===== src/rtl/avalon_mm_csr_bridge_if.sv =====
// Avalon-MM slave plus register-bank request/ready bus of the CSR bridge.
// Ports (bundled signals):
//   avl_mm_*   : Avalon-MM command, wait, read data, response strobes
//   sys_read_* : one-hot read request, ready, data, response code
//   sys_write_*: one-hot write request, ready, strobes, data
// Modports: slave = bridge view, master = interconnect / register-bank view.
interface avalon_mm_csr_bridge_if #(
    parameter int unsigned DATA_WIDTH       = 32,
    parameter int unsigned ADDR_WIDTH       = 4,
    parameter int unsigned REGISTERS_NUMBER = 4
);
    logic [ADDR_WIDTH-1:0]       avl_mm_addr;
    logic                        avl_mm_read;
    logic                        avl_mm_write;
    logic [DATA_WIDTH-1:0]       avl_mm_writedata;
    logic [DATA_WIDTH/8-1:0]     avl_mm_byteenable;
    logic                        avl_mm_waitrequest;
    logic [DATA_WIDTH-1:0]       avl_mm_readdata;
    logic                        avl_mm_readdatavalid;
    logic                        avl_mm_writeresponsevalid;
    logic [1:0]                  avl_mm_response;

    logic [REGISTERS_NUMBER-1:0] sys_read_req;
    logic                        sys_read_ready;
    logic [DATA_WIDTH-1:0]       sys_read_data;
    logic [1:0]                  sys_read_resp;
    logic [REGISTERS_NUMBER-1:0] sys_write_req;
    logic                        sys_write_ready;
    logic [DATA_WIDTH/8-1:0]     sys_write_strb;
    logic [DATA_WIDTH-1:0]       sys_write_data;

    modport slave (
        input  avl_mm_addr, avl_mm_read, avl_mm_write, avl_mm_writedata, avl_mm_byteenable,
        output avl_mm_waitrequest, avl_mm_readdata, avl_mm_readdatavalid,
        output avl_mm_writeresponsevalid, avl_mm_response,
        output sys_read_req, sys_write_req, sys_write_strb, sys_write_data,
        input  sys_read_ready, sys_read_data, sys_read_resp, sys_write_ready
    );

    modport master (
        output avl_mm_addr, avl_mm_read, avl_mm_write, avl_mm_writedata, avl_mm_byteenable,
        input  avl_mm_waitrequest, avl_mm_readdata, avl_mm_readdatavalid,
        input  avl_mm_writeresponsevalid, avl_mm_response,
        input  sys_read_req, sys_write_req, sys_write_strb, sys_write_data,
        output sys_read_ready, sys_read_data, sys_read_resp, sys_write_ready
    );
endinterface


===== src/rtl/avalon_mm_csr_bridge.sv =====
// Avalon-MM slave that decodes single-word accesses onto a one-hot register-bank
// request/ready bus, with decode-error, per-access timeout and registered responses.
// Ports:
//   clk    : clock
//   rst_n  : asynchronous active-low reset
//   io_bus : avalon_mm_csr_bridge_if.slave (Avalon-MM slave + register-bank side)
module avalon_mm_csr_bridge #(
    parameter int unsigned DATA_WIDTH       = 32,
    parameter int unsigned ADDR_WIDTH       = 4,
    parameter int unsigned REGISTERS_NUMBER = 4,
    parameter logic [REGISTERS_NUMBER*ADDR_WIDTH-1:0] MEMORY_MAP = '0,
    parameter int unsigned TIMEOUT_CYCLES   = 16
) (
    input logic                   clk,
    input logic                   rst_n,
    avalon_mm_csr_bridge_if.slave io_bus
);
    localparam logic [1:0] RespOkay   = 2'b00;
    localparam logic [1:0] RespSlvErr = 2'b10;
    localparam logic [1:0] RespDecErr = 2'b11;
    localparam logic [15:0] TimeoutLast =
        (TIMEOUT_CYCLES == 0) ? 16'd0 : 16'(TIMEOUT_CYCLES - 1);

    typedef enum logic [1:0] {StIdle, StAccess, StResp} state_e;

    state_e                      r_state;
    logic                        r_is_read;
    logic [REGISTERS_NUMBER-1:0] r_rd_req;
    logic [REGISTERS_NUMBER-1:0] r_wr_req;
    logic [DATA_WIDTH-1:0]       r_wdata;
    logic [DATA_WIDTH/8-1:0]     r_strb;
    logic [DATA_WIDTH-1:0]       r_rdata;
    logic [1:0]                  r_resp;
    logic                        r_rdv;
    logic                        r_wrv;
    logic [15:0]                 r_cnt;

    logic [REGISTERS_NUMBER-1:0] w_hit;
    logic                        w_found;
    logic                        w_accept;
    logic                        w_ready;

    // Lowest matching map entry wins, so at most one hit bit is set.
    always_comb begin
        w_hit   = '0;
        w_found = 1'b0;
        for (int unsigned i = 0; i < REGISTERS_NUMBER; i++) begin
            if (!w_found && io_bus.avl_mm_addr == MEMORY_MAP[i*ADDR_WIDTH +: ADDR_WIDTH]) begin
                w_hit[i] = 1'b1;
                w_found  = 1'b1;
            end
        end
    end

    assign w_accept = (r_state == StIdle) && (io_bus.avl_mm_read || io_bus.avl_mm_write);
    assign w_ready  = r_is_read ? io_bus.sys_read_ready : io_bus.sys_write_ready;

    always_ff @(posedge clk or negedge rst_n) begin
        if (!rst_n) begin
            r_state   <= StIdle;
            r_is_read <= 1'b0;
            r_rd_req  <= '0;
            r_wr_req  <= '0;
            r_wdata   <= '0;
            r_strb    <= '0;
            r_rdata   <= '0;
            r_resp    <= RespOkay;
            r_rdv     <= 1'b0;
            r_wrv     <= 1'b0;
            r_cnt     <= '0;
        end else begin
            unique case (r_state)
                StIdle: begin
                    if (w_accept) begin
                        // Read has priority when both commands are asserted.
                        r_is_read <= io_bus.avl_mm_read;
                        if (!io_bus.avl_mm_read) begin
                            r_wdata <= io_bus.avl_mm_writedata;
                            r_strb  <= io_bus.avl_mm_byteenable;
                        end
                        if (!w_found) begin
                            r_state <= StResp;
                            r_resp  <= RespDecErr;
                            r_rdv   <= io_bus.avl_mm_read;
                            r_wrv   <= !io_bus.avl_mm_read;
                        end else if (!io_bus.avl_mm_read && io_bus.avl_mm_byteenable == '0) begin
                            // Nothing to write: complete locally without touching the bank.
                            r_state <= StResp;
                            r_resp  <= RespOkay;
                            r_wrv   <= 1'b1;
                        end else begin
                            r_state <= StAccess;
                            r_cnt   <= '0;
                            if (io_bus.avl_mm_read) begin
                                r_rd_req <= w_hit;
                            end else begin
                                r_wr_req <= w_hit;
                            end
                        end
                    end
                end
                StAccess: begin
                    // Completion takes priority over a timeout on the same edge.
                    if (w_ready) begin
                        r_rd_req <= '0;
                        r_wr_req <= '0;
                        r_state  <= StResp;
                        if (r_is_read) begin
                            r_rdv   <= 1'b1;
                            r_rdata <= io_bus.sys_read_data;
                            r_resp  <= io_bus.sys_read_resp;
                        end else begin
                            r_wrv  <= 1'b1;
                            r_resp <= RespOkay;
                        end
                    end else if (TIMEOUT_CYCLES != 0 && r_cnt == TimeoutLast) begin
                        r_rd_req <= '0;
                        r_wr_req <= '0;
                        r_state  <= StResp;
                        r_resp   <= RespSlvErr;
                        r_rdata  <= '0;
                        r_rdv    <= r_is_read;
                        r_wrv    <= !r_is_read;
                    end else if (r_cnt != 16'hFFFF) begin
                        r_cnt <= r_cnt + 16'd1;
                    end
                end
                StResp: begin
                    r_rdv   <= 1'b0;
                    r_wrv   <= 1'b0;
                    r_resp  <= RespOkay;
                    r_rdata <= '0;
                    r_state <= StIdle;
                end
                default: r_state <= StIdle;
            endcase
        end
    end

    assign io_bus.avl_mm_waitrequest        = (r_state != StIdle);
    assign io_bus.avl_mm_readdata           = r_rdata;
    assign io_bus.avl_mm_readdatavalid      = r_rdv;
    assign io_bus.avl_mm_writeresponsevalid = r_wrv;
    assign io_bus.avl_mm_response           = r_resp;
    assign io_bus.sys_read_req              = r_rd_req;
    assign io_bus.sys_write_req             = r_wr_req;
    assign io_bus.sys_write_strb            = r_strb;
    assign io_bus.sys_write_data            = r_wdata;
endmodule


===== src/flat_wrapper.sv =====
// flat-port wrapper written by rule: the top's interface ports become plain ports
module avalon_mm_csr_bridge_flat 
#(
    parameter int unsigned DATA_WIDTH       = 32,
    parameter int unsigned ADDR_WIDTH       = 4,
    parameter int unsigned REGISTERS_NUMBER = 4,
    parameter logic [REGISTERS_NUMBER*ADDR_WIDTH-1:0] MEMORY_MAP = '0,
    parameter int unsigned TIMEOUT_CYCLES   = 16
)
  (clk, rst_n, io_bus_avl_mm_addr, io_bus_avl_mm_read, io_bus_avl_mm_write, io_bus_avl_mm_writedata, io_bus_avl_mm_byteenable, io_bus_avl_mm_waitrequest, io_bus_avl_mm_readdata, io_bus_avl_mm_readdatavalid, io_bus_avl_mm_writeresponsevalid, io_bus_avl_mm_response, io_bus_sys_read_req, io_bus_sys_write_req, io_bus_sys_write_strb, io_bus_sys_write_data, io_bus_sys_read_ready, io_bus_sys_read_data, io_bus_sys_read_resp, io_bus_sys_write_ready);
  avalon_mm_csr_bridge_if #(.DATA_WIDTH(DATA_WIDTH), .ADDR_WIDTH(ADDR_WIDTH), .REGISTERS_NUMBER(REGISTERS_NUMBER)) io_bus_i ();
  input logic clk;
  input logic rst_n;
  input wire logic [$bits(io_bus_i.avl_mm_addr)-1:0] io_bus_avl_mm_addr;
  input wire logic [$bits(io_bus_i.avl_mm_read)-1:0] io_bus_avl_mm_read;
  input wire logic [$bits(io_bus_i.avl_mm_write)-1:0] io_bus_avl_mm_write;
  input wire logic [$bits(io_bus_i.avl_mm_writedata)-1:0] io_bus_avl_mm_writedata;
  input wire logic [$bits(io_bus_i.avl_mm_byteenable)-1:0] io_bus_avl_mm_byteenable;
  output wire logic [$bits(io_bus_i.avl_mm_waitrequest)-1:0] io_bus_avl_mm_waitrequest;
  output wire logic [$bits(io_bus_i.avl_mm_readdata)-1:0] io_bus_avl_mm_readdata;
  output wire logic [$bits(io_bus_i.avl_mm_readdatavalid)-1:0] io_bus_avl_mm_readdatavalid;
  output wire logic [$bits(io_bus_i.avl_mm_writeresponsevalid)-1:0] io_bus_avl_mm_writeresponsevalid;
  output wire logic [$bits(io_bus_i.avl_mm_response)-1:0] io_bus_avl_mm_response;
  output wire logic [$bits(io_bus_i.sys_read_req)-1:0] io_bus_sys_read_req;
  output wire logic [$bits(io_bus_i.sys_write_req)-1:0] io_bus_sys_write_req;
  output wire logic [$bits(io_bus_i.sys_write_strb)-1:0] io_bus_sys_write_strb;
  output wire logic [$bits(io_bus_i.sys_write_data)-1:0] io_bus_sys_write_data;
  input wire logic [$bits(io_bus_i.sys_read_ready)-1:0] io_bus_sys_read_ready;
  input wire logic [$bits(io_bus_i.sys_read_data)-1:0] io_bus_sys_read_data;
  input wire logic [$bits(io_bus_i.sys_read_resp)-1:0] io_bus_sys_read_resp;
  input wire logic [$bits(io_bus_i.sys_write_ready)-1:0] io_bus_sys_write_ready;
  assign io_bus_i.avl_mm_addr = io_bus_avl_mm_addr;
  assign io_bus_i.avl_mm_read = io_bus_avl_mm_read;
  assign io_bus_i.avl_mm_write = io_bus_avl_mm_write;
  assign io_bus_i.avl_mm_writedata = io_bus_avl_mm_writedata;
  assign io_bus_i.avl_mm_byteenable = io_bus_avl_mm_byteenable;
  assign io_bus_avl_mm_waitrequest = io_bus_i.avl_mm_waitrequest;
  assign io_bus_avl_mm_readdata = io_bus_i.avl_mm_readdata;
  assign io_bus_avl_mm_readdatavalid = io_bus_i.avl_mm_readdatavalid;
  assign io_bus_avl_mm_writeresponsevalid = io_bus_i.avl_mm_writeresponsevalid;
  assign io_bus_avl_mm_response = io_bus_i.avl_mm_response;
  assign io_bus_sys_read_req = io_bus_i.sys_read_req;
  assign io_bus_sys_write_req = io_bus_i.sys_write_req;
  assign io_bus_sys_write_strb = io_bus_i.sys_write_strb;
  assign io_bus_sys_write_data = io_bus_i.sys_write_data;
  assign io_bus_i.sys_read_ready = io_bus_sys_read_ready;
  assign io_bus_i.sys_read_data = io_bus_sys_read_data;
  assign io_bus_i.sys_read_resp = io_bus_sys_read_resp;
  assign io_bus_i.sys_write_ready = io_bus_sys_write_ready;
  avalon_mm_csr_bridge #(.DATA_WIDTH(DATA_WIDTH), .ADDR_WIDTH(ADDR_WIDTH), .REGISTERS_NUMBER(REGISTERS_NUMBER), .MEMORY_MAP(MEMORY_MAP), .TIMEOUT_CYCLES(TIMEOUT_CYCLES)) u_core (.clk(clk), .rst_n(rst_n), .io_bus(io_bus_i));
endmodule

===== config.mk =====
export PLATFORM = sky130hd
export DESIGN_NAME = avalon_mm_csr_bridge_flat
export DESIGN_NICKNAME = d
export VERILOG_FILES = /design/src/rtl/avalon_mm_csr_bridge_if.sv /design/src/rtl/avalon_mm_csr_bridge.sv /design/src/flat_wrapper.sv
export SDC_FILE = /design/constraint.sdc
export NUM_CORES = 1
export LEC_CHECK = 0
export ABC_AREA = 1
export CORE_MARGIN = 5
export CORE_UTILIZATION = 25
export CTS_BUF_LIST = sky130_fd_sc_hd__clkbuf_4
export CTS_CLUSTER_DIAMETER = 50
export DETAILED_ROUTE_END_ITERATION = 8
export HOLD_SLACK_MARGIN = 0.1
export PLACE_DENSITY = 0.54
export SETUP_SLACK_MARGIN = 0.5
export SYNTH_ARGS = -nofsm -noshare
export SYNTH_HDL_FRONTEND = slang
export SYNTH_SLANG_ARGS = --single-unit

===== constraint.sdc =====
create_clock -name clk -period 2.2 [get_ports clk]
set_input_delay 0.44 -clock clk [delete_from_list [all_inputs] [get_ports clk]]
set_output_delay 0.44 -clock clk [all_outputs]
set_load 0.005 [all_outputs]

==> results of run 1 <==
## what timing repair did
| item | 4_1_cts | 5_1_grt |
|---|---|---|
| pin swaps | 3 | 19 |
| hold endpoints to repair | 15 | 0 |
| gates cloned | 3 | 9 |
| setup buffers | 17 | 4 |
| resized for setup | 92 | 83 |
| hold buffers | 1 | 0 |
| setup endpoints to repair | 159 | 91 |
## cell usage after synthesis (4+ instances only)
cell / count / area, µm²
sky130_fd_sc_hd__nand3_1: 26 / 130.1
sky130_fd_sc_hd__dfrtp_1: 93 / 2327
sky130_fd_sc_hd__clkbuf_1: 5 / 18.77
sky130_fd_sc_hd__ha_1: 5 / 62.56
sky130_fd_sc_hd__nor2_1: 40 / 150.1
sky130_fd_sc_hd__a21oi_1: 10 / 50.05
sky130_fd_sc_hd__inv_1: 35 / 131.4
sky130_fd_sc_hd__o21ai_0: 13 / 65.06
sky130_fd_sc_hd__buf_2: 10 / 50.05
sky130_fd_sc_hd__nand2_1: 170 / 638.1
sky130_fd_sc_hd__buf_4: 8 / 60.06
sky130_fd_sc_hd__nand2_2: 4 / 25.02
sky130_fd_sc_hd__nand4_1: 5 / 31.28
sky130_fd_sc_hd__o21ai_1: 33 / 165.2
sky130_fd_sc_hd__mux2_2: 34 / 382.9
## area by class of cell
class | count | area (µm²)
flip-flops and latches | 93 | 2328
well taps | 225 | 281.5
clock inverters | 6 | 87.58
inverters | 35 | 141.4
fillers | 1744 | 10180
repair buffers | 199 | 2069
clock buffers | 9 | 67.56
multi-input cells | 361 | 2145
## sequential cells by signal (all words and copies together) (netlist names)
register                                 cells
u_core.io_bus.avl_mm_readdatavalid           1
u_core.io_bus.avl_mm_response                2
u_core.io_bus.sys_write_data                32
u_core.r_cnt                                16
u_core.io_bus.avl_mm_writeresponsevalid      1
u_core.io_bus.sys_write_strb                 4
u_core.io_bus.sys_read_req                   1
u_core.r_is_read                             1
u_core.io_bus.avl_mm_readdata               32
u_core.io_bus.sys_write_req                  1
u_core.r_state                               2
## critical path, stage by stage (launching register included)
cell,delay [ps]
sky130_fd_sc_hd__dfrtp_1,420
sky130_fd_sc_hd__inv_2,110
sky130_fd_sc_hd__ha_4,160
sky130_fd_sc_hd__inv_4,50
sky130_fd_sc_hd__buf_6,110
## cell usage in the layout, fill, tap and decap left out, types with 3 or more instances in the layout
master                            count
sky130_fd_sc_hd__nand2_1            160
sky130_fd_sc_hd__nand3_2              8
sky130_fd_sc_hd__nand4_1              5
sky130_fd_sc_hd__o21ai_1              5
sky130_fd_sc_hd__a21oi_1              8
sky130_fd_sc_hd__nor2_4               4
sky130_fd_sc_hd__clkdlybuf4s50_1     78
sky130_fd_sc_hd__buf_12               6
sky130_fd_sc_hd__nor2_1              36
sky130_fd_sc_hd__dfrtp_1             92
sky130_fd_sc_hd__nand2_4              3
sky130_fd_sc_hd__inv_1               27
sky130_fd_sc_hd__buf_4               22
sky130_fd_sc_hd__nor2_2               3
sky130_fd_sc_hd__nand3_1             18
sky130_fd_sc_hd__o21ai_2             29
sky130_fd_sc_hd__conb_1               6
sky130_fd_sc_hd__clkbuf_4             9
sky130_fd_sc_hd__buf_6                6
sky130_fd_sc_hd__nand2_2              9
sky130_fd_sc_hd__mux2_2              34
sky130_fd_sc_hd__clkbuf_16            6
sky130_fd_sc_hd__buf_16               3
sky130_fd_sc_hd__inv_2                5
sky130_fd_sc_hd__dlygate4sd2_1       74
sky130_fd_sc_hd__o21ai_0             12
sky130_fd_sc_hd__nand2_8              3
sky130_fd_sc_hd__buf_8                3
## cells by family (layout without fill, tap and decap cells)
group | Yosys count | after routing | share of synthesized area
AO/OA/AOI/OAI | 59 | 59 | 0.06824
XOR/XNOR | 2 | 2 | 0.003964
adder cells (fa/ha/maj) | 5 | 5 | 0.01416
buffers and inverters | 59 | 249 | 0.06144
flip-flops | 93 | 93 | 0.5266
multiplexers | 34 | 34 | 0.08664
other | 1 | 6 | 0.0008486
AND/OR/NAND/NOR | 255 | 255 | 0.2381
## path summary, 6_finish.rpt
path | startpoint | end | slack (ps) | depth (start not counted)
min | rst_n | u_core.r_cnt[14] | 370 | 2
max reg2reg | u_core.r_cnt[1] | u_core.r_cnt[1] | 490 | 10
max | u_core.r_state[1] | io_bus_avl_mm_waitrequest | 460 | 4
min in group clk | u_core.io_bus.avl_mm_readdata[16] | u_core.io_bus.avl_mm_readdata[16] | 490 | 2
min reg2reg | u_core.io_bus.avl_mm_readdata[16] | u_core.io_bus.avl_mm_readdata[16] | 490 | 2
max in group asynchronous | rst_n | u_core.io_bus.avl_mm_readdata[23] | 1210 | 3
## per-layer routing
| metal | GRT usage | vias to the layer above | share of wire |
|---|---|---|---|
| met5 | 0 | - | 0 |
| met4 | 0.05153 | 0 | 0.019 |
| met3 | 0.05023 | 19 | 0.082 |
| met2 | 0.2055 | 131 | 0.49 |
| met1 | 0.1571 | 1947 | 0.41 |
| li1 | - | 2005 | - |
## power groups by stage
stage	combinational [mW]	clock, mW	sequential, mW
after floorplan	1.26	0	2.62
after global placement	2.94	0	2.58
after detailed placement	2.96	0	2.61
after CTS	3.10	1.15	2.55
after global routing	3.97	1.19	2.63
final	3.63	1.08	2.55
==> impl_metrics.tcl, run 1 <==
set metrics [dict create \
    drv_cap 0 \
    cellInternalPower_mw 4.641 \
    clk_path_buf_depth 2 \
    period_minus_slack_ps 1742 \
    syn-mean-instance-area_um2 8.699 \
    layout_worst_path_cycle_share 0.7918 \
    grt_usage 0.1290 \
    ys_warn_count 0 \
    fin_worst_setup_slack_ps 458.0 \
    outcome "finished, final reports clean" \
    synth.cell_area_mm2 0.004419 \
    floorplan.core_area_mm2 0.01730 \
    timing_max_transition_violations_final 0 \
    asyncSetResetFlopFracSynth 1.000 \
    placed_cell_area_mm2 0.006251 \
    final-setup-viol-count 0 \
    place.gp.congestion 0.8131 \
    critPathLaunchType "flop" \
    die_width_um 143.0 \
    pwr_density_cell_mw_per_mm2 1019 \
    dp_worst_setup_slack_ps 110.5 \
    numCtsBuffers 9 \
    p_sw_frac 0.3607 \
    dominantRegCellSynth "sky130_fd_sc_hd__dfrtp_1" \
    post-route-drc-count 0 \
    finish.instance_area_mm2 0.007121 \
    design.die.area_mm2 0.02044 \
    cts_tree "done" \
    dp.cells 879 \
    final_hold_viol_count 0 \
    layout-drive-gt1-share 0.2404 \
    floorplan.die.height_um 143.0 \
    hold_ws_ps 367.3 \
    synth-edff-count 0 \
    detail-route-antenna-nets 0 \
    routedWlPerCell_um 15.11 \
    static-leakage-power_nw 3.402 \
    ys_seq_area_frac 0.5266 \
    worstSetupEndpointType "output port" \
    power.clock.fraction 0.149 \
    place.port_buffers 154 \
    grt_max_degree 54 \
    critical_path.max_fanout 4 \
    cp_data_required_time_ps 1760 \
    layout.nets 784 \
    wirelength_mm 14.03 \
    rsz0062_at_grt "yes" \
    first_iter_violations 110 \
    clock_tree.htree_level_count 3 \
    synth-seq-cells 93 \
    via_count_of_the_first_global_routing_pass 4301 \
    critical_path_class "reg2out" \
    clock-skew-final_ps 10.23 \
    via_per_inst 4.420 \
    place.detailed.hpwl_mm 8.850 \
    drt_first_pass_iters 4 \
    pin_count 161 \
    worst_setup_hold_path_clk_slew_ps 150 \
    hold_path.class "in2async" \
    ctsRootBufferMaster "sky130_fd_sc_hd__clkbuf_4" \
    post-route-util 0.4117 \
    tritoncts_num_sinks 93 \
    total_neg_setup_slack_ps 0 \
    antenna_found_initial 0 \
    cp_data_arrival_time_ps 1300 \
    peakVddDrop_v 0.0005272 \
    count_of_cell_types_in_the_netlist 28 \
    grt_pass1_wl_mm 21.25 \
    clk-insertion-delay-late_ps 470 \
    placementRows 48 \
    stdcell_count 928 \
    initial_core_util 0.2555 \
    seq_power_share 0.351 \
    power.total_mw 7.259 \
    switchingPower_mw 2.619 \
    post_synth_inst_count 508 \
    fmax_ghz 0.5740 \
    globalRoute.totalOverflow 0 \
    flow.area_growth_from_synthesis_pct 61.13 \
    antenna_cells_inserted 0 \
    routed-via-count 4102 \
    pwr-share-comb 0.500 \
]
(Power assumes the default switching activity.)
==> run 2: changes to the inputs <==
==> constraint.sdc (replaced) <==
create_clock -name clk -period 1.8 [get_ports clk]
set_input_delay 0.36 -clock clk [delete_from_list [all_inputs] [get_ports clk]]
set_output_delay 0.36 -clock clk [all_outputs]
set_load 0.005 [all_outputs]
==> run 2 against run 1 <==
- combinational power up 59%
- via count up 7.5%
- first-iteration DRC count up 45%
- critical path depth up 7
- largest power group unchanged
- core utilization up 4.2 points
- highest routed layer unchanged
==> impl_metrics.tcl, run 2 (same netlist as run 1, synthesis figures left out) <==
set metrics [dict create \
    outcome "finished, final reports clean" \
    post-route-util 0.4536 \
    drt_first_pass_iters 4 \
    floorplan.core_area_mm2 0.01730 \
    seq_power_share 0.311 \
    tritoncts_num_sinks 93 \
    dp.cells 897 \
    place.port_buffers 154 \
    via_count_of_the_first_global_routing_pass 4536 \
    antenna_found_initial 0 \
    placed_cell_area_mm2 0.006513 \
    peakVddDrop_v 0.0006408 \
    critical_path.max_fanout 5 \
    mostFrequentLayoutCell "sky130_fd_sc_hd__nand2_1" \
    first_iter_violations 160 \
    grt_pass1_wl_mm 22.67 \
    total_neg_setup_slack_ps 0 \
    grt_max_degree 94 \
    worst_setup_hold_path_clk_slew_ps 160 \
    clk_path_buf_depth 2 \
    switchingPower_mw 3.637 \
    design.die.area_mm2 0.02044 \
    p_sw_frac 0.3591 \
    timing.max_slew.rel_slack 0.6446 \
    stdcell_count 997 \
    place.gp.congestion 0.8056 \
    cp_data_arrival_time_ps 2170 \
    final_cell_mix "sky130_fd_sc_hd__nand2_1, sky130_fd_sc_hd__dfrtp_1, sky130_fd_sc_hd__clkdlybuf4s50_1" \
    period_minus_slack_ps 1772 \
    rsz0062_at_grt "yes" \
    timing_max_transition_violations_final 0 \
    cellInternalPower_mw 6.490 \
    final-setup-viol-count 0 \
    critical_path_class "reg2reg" \
    routed-via-count 4410 \
    wirelength_mm 14.92 \
    fmax_ghz 0.5644 \
    floorplan.die.height_um 143.0 \
    hold_ws_ps 431.7 \
    numCtsBuffers 9 \
    finish.instance_area_mm2 0.007845 \
    final_hold_viol_count 0 \
    pwr-share-comb 0.571 \
    clock_tree.htree_level_count 3 \
    routedWlPerCell_um 14.96 \
    detail-route-antenna-nets 0 \
    ctsRootBufferMaster "sky130_fd_sc_hd__clkbuf_4" \
    drv_cap 0 \
    pwr_density_cell_mw_per_mm2 1291 \
    layout-drive-gt1-share 0.4404 \
    critPathLaunchType "flop" \
    globalRoute.totalOverflow 0 \
    die_width_um 143.0 \
    via_per_inst 4.423 \
    worstSetupEndpointType "flop" \
    placementRows 48 \
    cts_tree "done" \
    hold_path.class "in2reg" \
    clock-skew-final_ps 15.52 \
    layout.nets 852 \
    post-route-drc-count 0 \
    antenna_cells_inserted 0 \
    cp_data_required_time_ps 2200 \
    grt_usage 0.1381 \
    initial_core_util 0.2555 \
    layout_worst_path_cycle_share 0.9844 \
    static-leakage-power_nw 3.939 \
    power.clock.fraction 0.119 \
    clk-insertion-delay-late_ps 470 \
    worst_slew_pin_slew_ps 533.1 \
    flow.area_growth_from_synthesis_pct 77.52 \
    place.detailed.hpwl_mm 9.381 \
    pin_count 161 \
]
[run 2: cell count changes in the layout (fill, tap and decap cells not counted), sizes merged, moves of 2 or more]
cell         delta
buf           +144
dlygate4sd2    -74
clkbuf          -4
clkinv          +2
[run 2: worst max-delay path, stage by stage (launching register included)]
cell                      delay [ps]
sky130_fd_sc_hd__dfrtp_1         400
sky130_fd_sc_hd__inv_2            60
sky130_fd_sc_hd__buf_6           120
sky130_fd_sc_hd__ha_4            180
sky130_fd_sc_hd__buf_4           140
sky130_fd_sc_hd__buf_6           110
sky130_fd_sc_hd__nand3_4         100
sky130_fd_sc_hd__nand2_8          80
sky130_fd_sc_hd__buf_12          150
sky130_fd_sc_hd__buf_12          120
sky130_fd_sc_hd__buf_16          120
sky130_fd_sc_hd__o21ai_2         110
[run 2: per-layer routing]
metal / vias to the layer above / global-route usage / part of all wire
li1: 2148 / - / -
met1: 2119 / 0.1593 / 0.40
met2: 130 / 0.2416 / 0.52
met3: 13 / 0.05626 / 0.073
met4: 0 / 0.02951 / 0.013
met5: - / 0 / 0
[run 2: metrics by stage]
step                      setup slack, ps  power (mW)
final                               28.06       10.13
after global routing               -37.20       10.84
after global placement             -154.0       7.108
after detailed placement           -177.2       7.180
after CTS                           54.19       9.063
after floorplan                     325.9       4.976
[run 2: what timing repair did]
item | in CTS | in global routing
hold buffers | 1 | 0
pin swaps | 10 | 36
gates resized for setup | 356 | 117
endpoints found under the setup margin | 166 | 168
endpoints found under the hold margin | 93 | 0
cloned | 8 | 3
buffers inserted | 45 | 27
[run 2: final timing paths]
path	from	end	depth (start not counted)	slack, ps
worst max-delay path	u_core.r_state[1]	u_core.io_bus.avl_mm_readdata[26]	11	30
worst min-delay path	io_bus_sys_read_data[11]	u_core.io_bus.avl_mm_readdata[11]	3	430
worst max register to register	u_core.r_state[1]	u_core.io_bus.avl_mm_readdata[26]	11	30
worst min register to register	u_core.io_bus.avl_mm_readdata[9]	u_core.io_bus.avl_mm_readdata[9]	2	510
max in group asynchronous	rst_n	u_core.io_bus.avl_mm_readdata[28]	3	930
min in group asynchronous	rst_n	u_core.io_bus.sys_write_req[0]	3	440
[run 2: area by class of cell]
type / instances / area [µm²]
multi-input combinational: 362 / 2461
sequential: 93 / 2328
clock buffer: 9 / 67.56
tap: 225 / 281.5
timing repair buffer: 266 / 2486
clock inverter: 7 / 73.82
fill: 1678 / 9452
inverter: 35 / 146.4
[run 2: power by group through the flow]
stage | logic (mW) | registers, mW | clock network [mW]
floorplan | 1.77 | 3.20 | 0
global placement | 3.94 | 3.16 | 0
detailed placement | 3.99 | 3.19 | 0
CTS | 4.68 | 3.11 | 1.27
global route | 6.24 | 3.24 | 1.36
finish | 5.78 | 3.15 | 1.20
==> run 3: changes to the inputs <==
==> constraint.sdc (replaced) <==
create_clock -name clk -period 2.1 [get_ports clk]
set_input_delay 0.42 -clock clk [delete_from_list [all_inputs] [get_ports clk]]
set_output_delay 0.42 -clock clk [all_outputs]
set_load 0.005 [all_outputs]
==> run 3 against run 2 <==
- core utilization is 2.0 points lower
- critical path depth stayed put
- via count is 4.3% lower
- critical path type unchanged
- largest cell class unchanged
- highest routed layer unchanged
==> impl_metrics.tcl, run 3 (same netlist as run 1, synthesis figures left out) <==
set metrics [dict create \
    detail-route-antenna-nets 0 \
    hold_ws_ps 433.6 \
    clk_path_buf_depth 2 \
    critical_path.max_fanout 10 \
    tritoncts_num_sinks 93 \
    initial_core_util 0.2555 \
    total_neg_setup_slack_ps 0 \
    peakVddDrop_v 0.0004714 \
    period_minus_slack_ps 1722 \
    drt_first_pass_iters 4 \
    place.gp.congestion 0.7758 \
    globalRoute.totalOverflow 0 \
    floorplan.die.height_um 143.0 \
    ctsRootBufferMaster "sky130_fd_sc_hd__clkbuf_4" \
    first_iter_violations 110 \
    critical_path_class "reg2reg" \
    wirelength_mm 14.23 \
    seq_area_mm2 0.002330 \
    final_hold_viol_count 0 \
    timing_max_transition_violations_final 0 \
    die_width_um 143.0 \
    drv_cap 0 \
    outcome "finished, final reports clean" \
    fmax_ghz 0.5807 \
    floorplan.core_area_mm2 0.01730 \
    routedWlPerCell_um 14.82 \
    pwr_density_cell_mw_per_mm2 1060 \
    grt_max_degree 45 \
    final_cell_mix "sky130_fd_sc_hd__nand2_1, sky130_fd_sc_hd__dfrtp_1, sky130_fd_sc_hd__clkdlybuf4s50_1" \
    antenna_found_initial 1 \
    final-setup-viol-count 0 \
    pin_count 161 \
    via_count_of_the_first_global_routing_pass 4362 \
    layout.nets 814 \
    post-route-drc-count 0 \
    cp_data_required_time_ps 2500 \
    place.detailed.hpwl_mm 8.906 \
    layout-drive-gt1-share 0.2916 \
    fillerInstances 1671 \
    worst_setup_hold_path_clk_slew_ps 160 \
    place.port_buffers 154 \
    layout_worst_path_cycle_share 0.8201 \
    clock_tree.htree_level_count 3 \
    hold_path.class "in2async" \
    clk-insertion-delay-late_ps 460 \
    worstSetupEndpointType "flop" \
    critPathLaunchType "flop" \
    flow.area_growth_from_synthesis_pct 69.79 \
    cp_data_arrival_time_ps 2120 \
    placementRows 48 \
    via_per_inst 4.397 \
    mostFrequentLayoutCell "sky130_fd_sc_hd__nand2_1" \
    grt_usage 0.1331 \
    numCtsBuffers 9 \
    grt_pass1_wl_mm 21.70 \
    routed-via-count 4221 \
    rsz0062_at_grt "yes" \
    static-leakage-power_nw 3.443 \
    multiInputGateArea_mm2 0.002221 \
    cts_tree "done" \
    design.die.area_mm2 0.02044 \
    clock-skew-final_ps 30.75 \
]
-- run 3: worst paths after layout --
path | start | end | slack, ps | cells past startpoint
max in group asynchronous | rst_n | u_core.io_bus.avl_mm_readdata[4] | 1010 | 3
worst max-delay path | u_core.r_state[1] | u_core.io_bus.avl_mm_readdata[31] | 380 | 11
min in group clk | u_core.io_bus.avl_mm_readdatavalid | u_core.io_bus.avl_mm_readdatavalid | 500 | 2
worst min-delay path | rst_n | u_core.io_bus.avl_mm_readdata[25] | 430 | 2
worst min register to register | u_core.io_bus.avl_mm_readdatavalid | u_core.io_bus.avl_mm_readdatavalid | 500 | 2
worst max register to register | u_core.r_state[1] | u_core.io_bus.avl_mm_readdata[31] | 380 | 11
-- run 3: per-stage QoR --
step | worst slack [ps] | area [µm²] | instances | utilization | power [mW]
floorplan | 511.2 | 4441 | 513 | - | 4.067
global placement | 26.38 | 6254 | 879 | 0.3615 | 5.786
detailed placement | 26.34 | 6254 | 879 | 0.3615 | 5.838
CTS | 282.0 | 6935 | 936 | 0.4010 | 7.436
global route | 319.0 | 7503 | 960 | 0.4338 | 8.510
finish | 377.8 | 7503 | 960 | 0.4338 | 7.957
-- run 3: final cells by class --
class	count	share of cell area
antenna	1	0.0003335
clock buffer	9	0.009004
clock inverter	7	0.006336
inverter	35	0.01918
multi-input combinational	362	0.2960
sequential	93	0.3105
tap	225	0.03752
timing repair buffer	228	0.3212
-- run 3: critical path, stage by stage, from the launching register on --
cell,delay (ps)
sky130_fd_sc_hd__dfrtp_1,410
sky130_fd_sc_hd__inv_2,90
sky130_fd_sc_hd__buf_6,110
sky130_fd_sc_hd__ha_4,160
sky130_fd_sc_hd__buf_4,240
sky130_fd_sc_hd__nand3_4,110
sky130_fd_sc_hd__nand2_4,90
sky130_fd_sc_hd__buf_12,120
sky130_fd_sc_hd__buf_8,120
sky130_fd_sc_hd__buf_16,140
sky130_fd_sc_hd__nand2_2,50
sky130_fd_sc_hd__o21ai_2,50
-- run 3: per-layer routing --
layer | GRT usage | routed length, µm
met2 | 0.2221 | 7070
met4 | 0.03602 | 114
met1 | 0.1524 | 5654
met5 | 0 | 0
met3 | 0.06530 | 1387
-- run 3: timing repair --
action | CTS | global route
hold buffers | 1 | 0
gates resized for setup | 153 | 125
setup endpoints to repair | 165 | 138
cloned | 9 | 5
hold endpoints to repair | 28 | 0
pin swaps | 12 | 21
setup buffers | 31 | 18
-- run 3: power by group --
group / switching [mW] / total [mW] / internal [mW]
clock network: 0.650 / 0.894 / 0.244
registers: 0.329 / 2.70 / 2.37
logic: 1.91 / 4.36 / 2.45
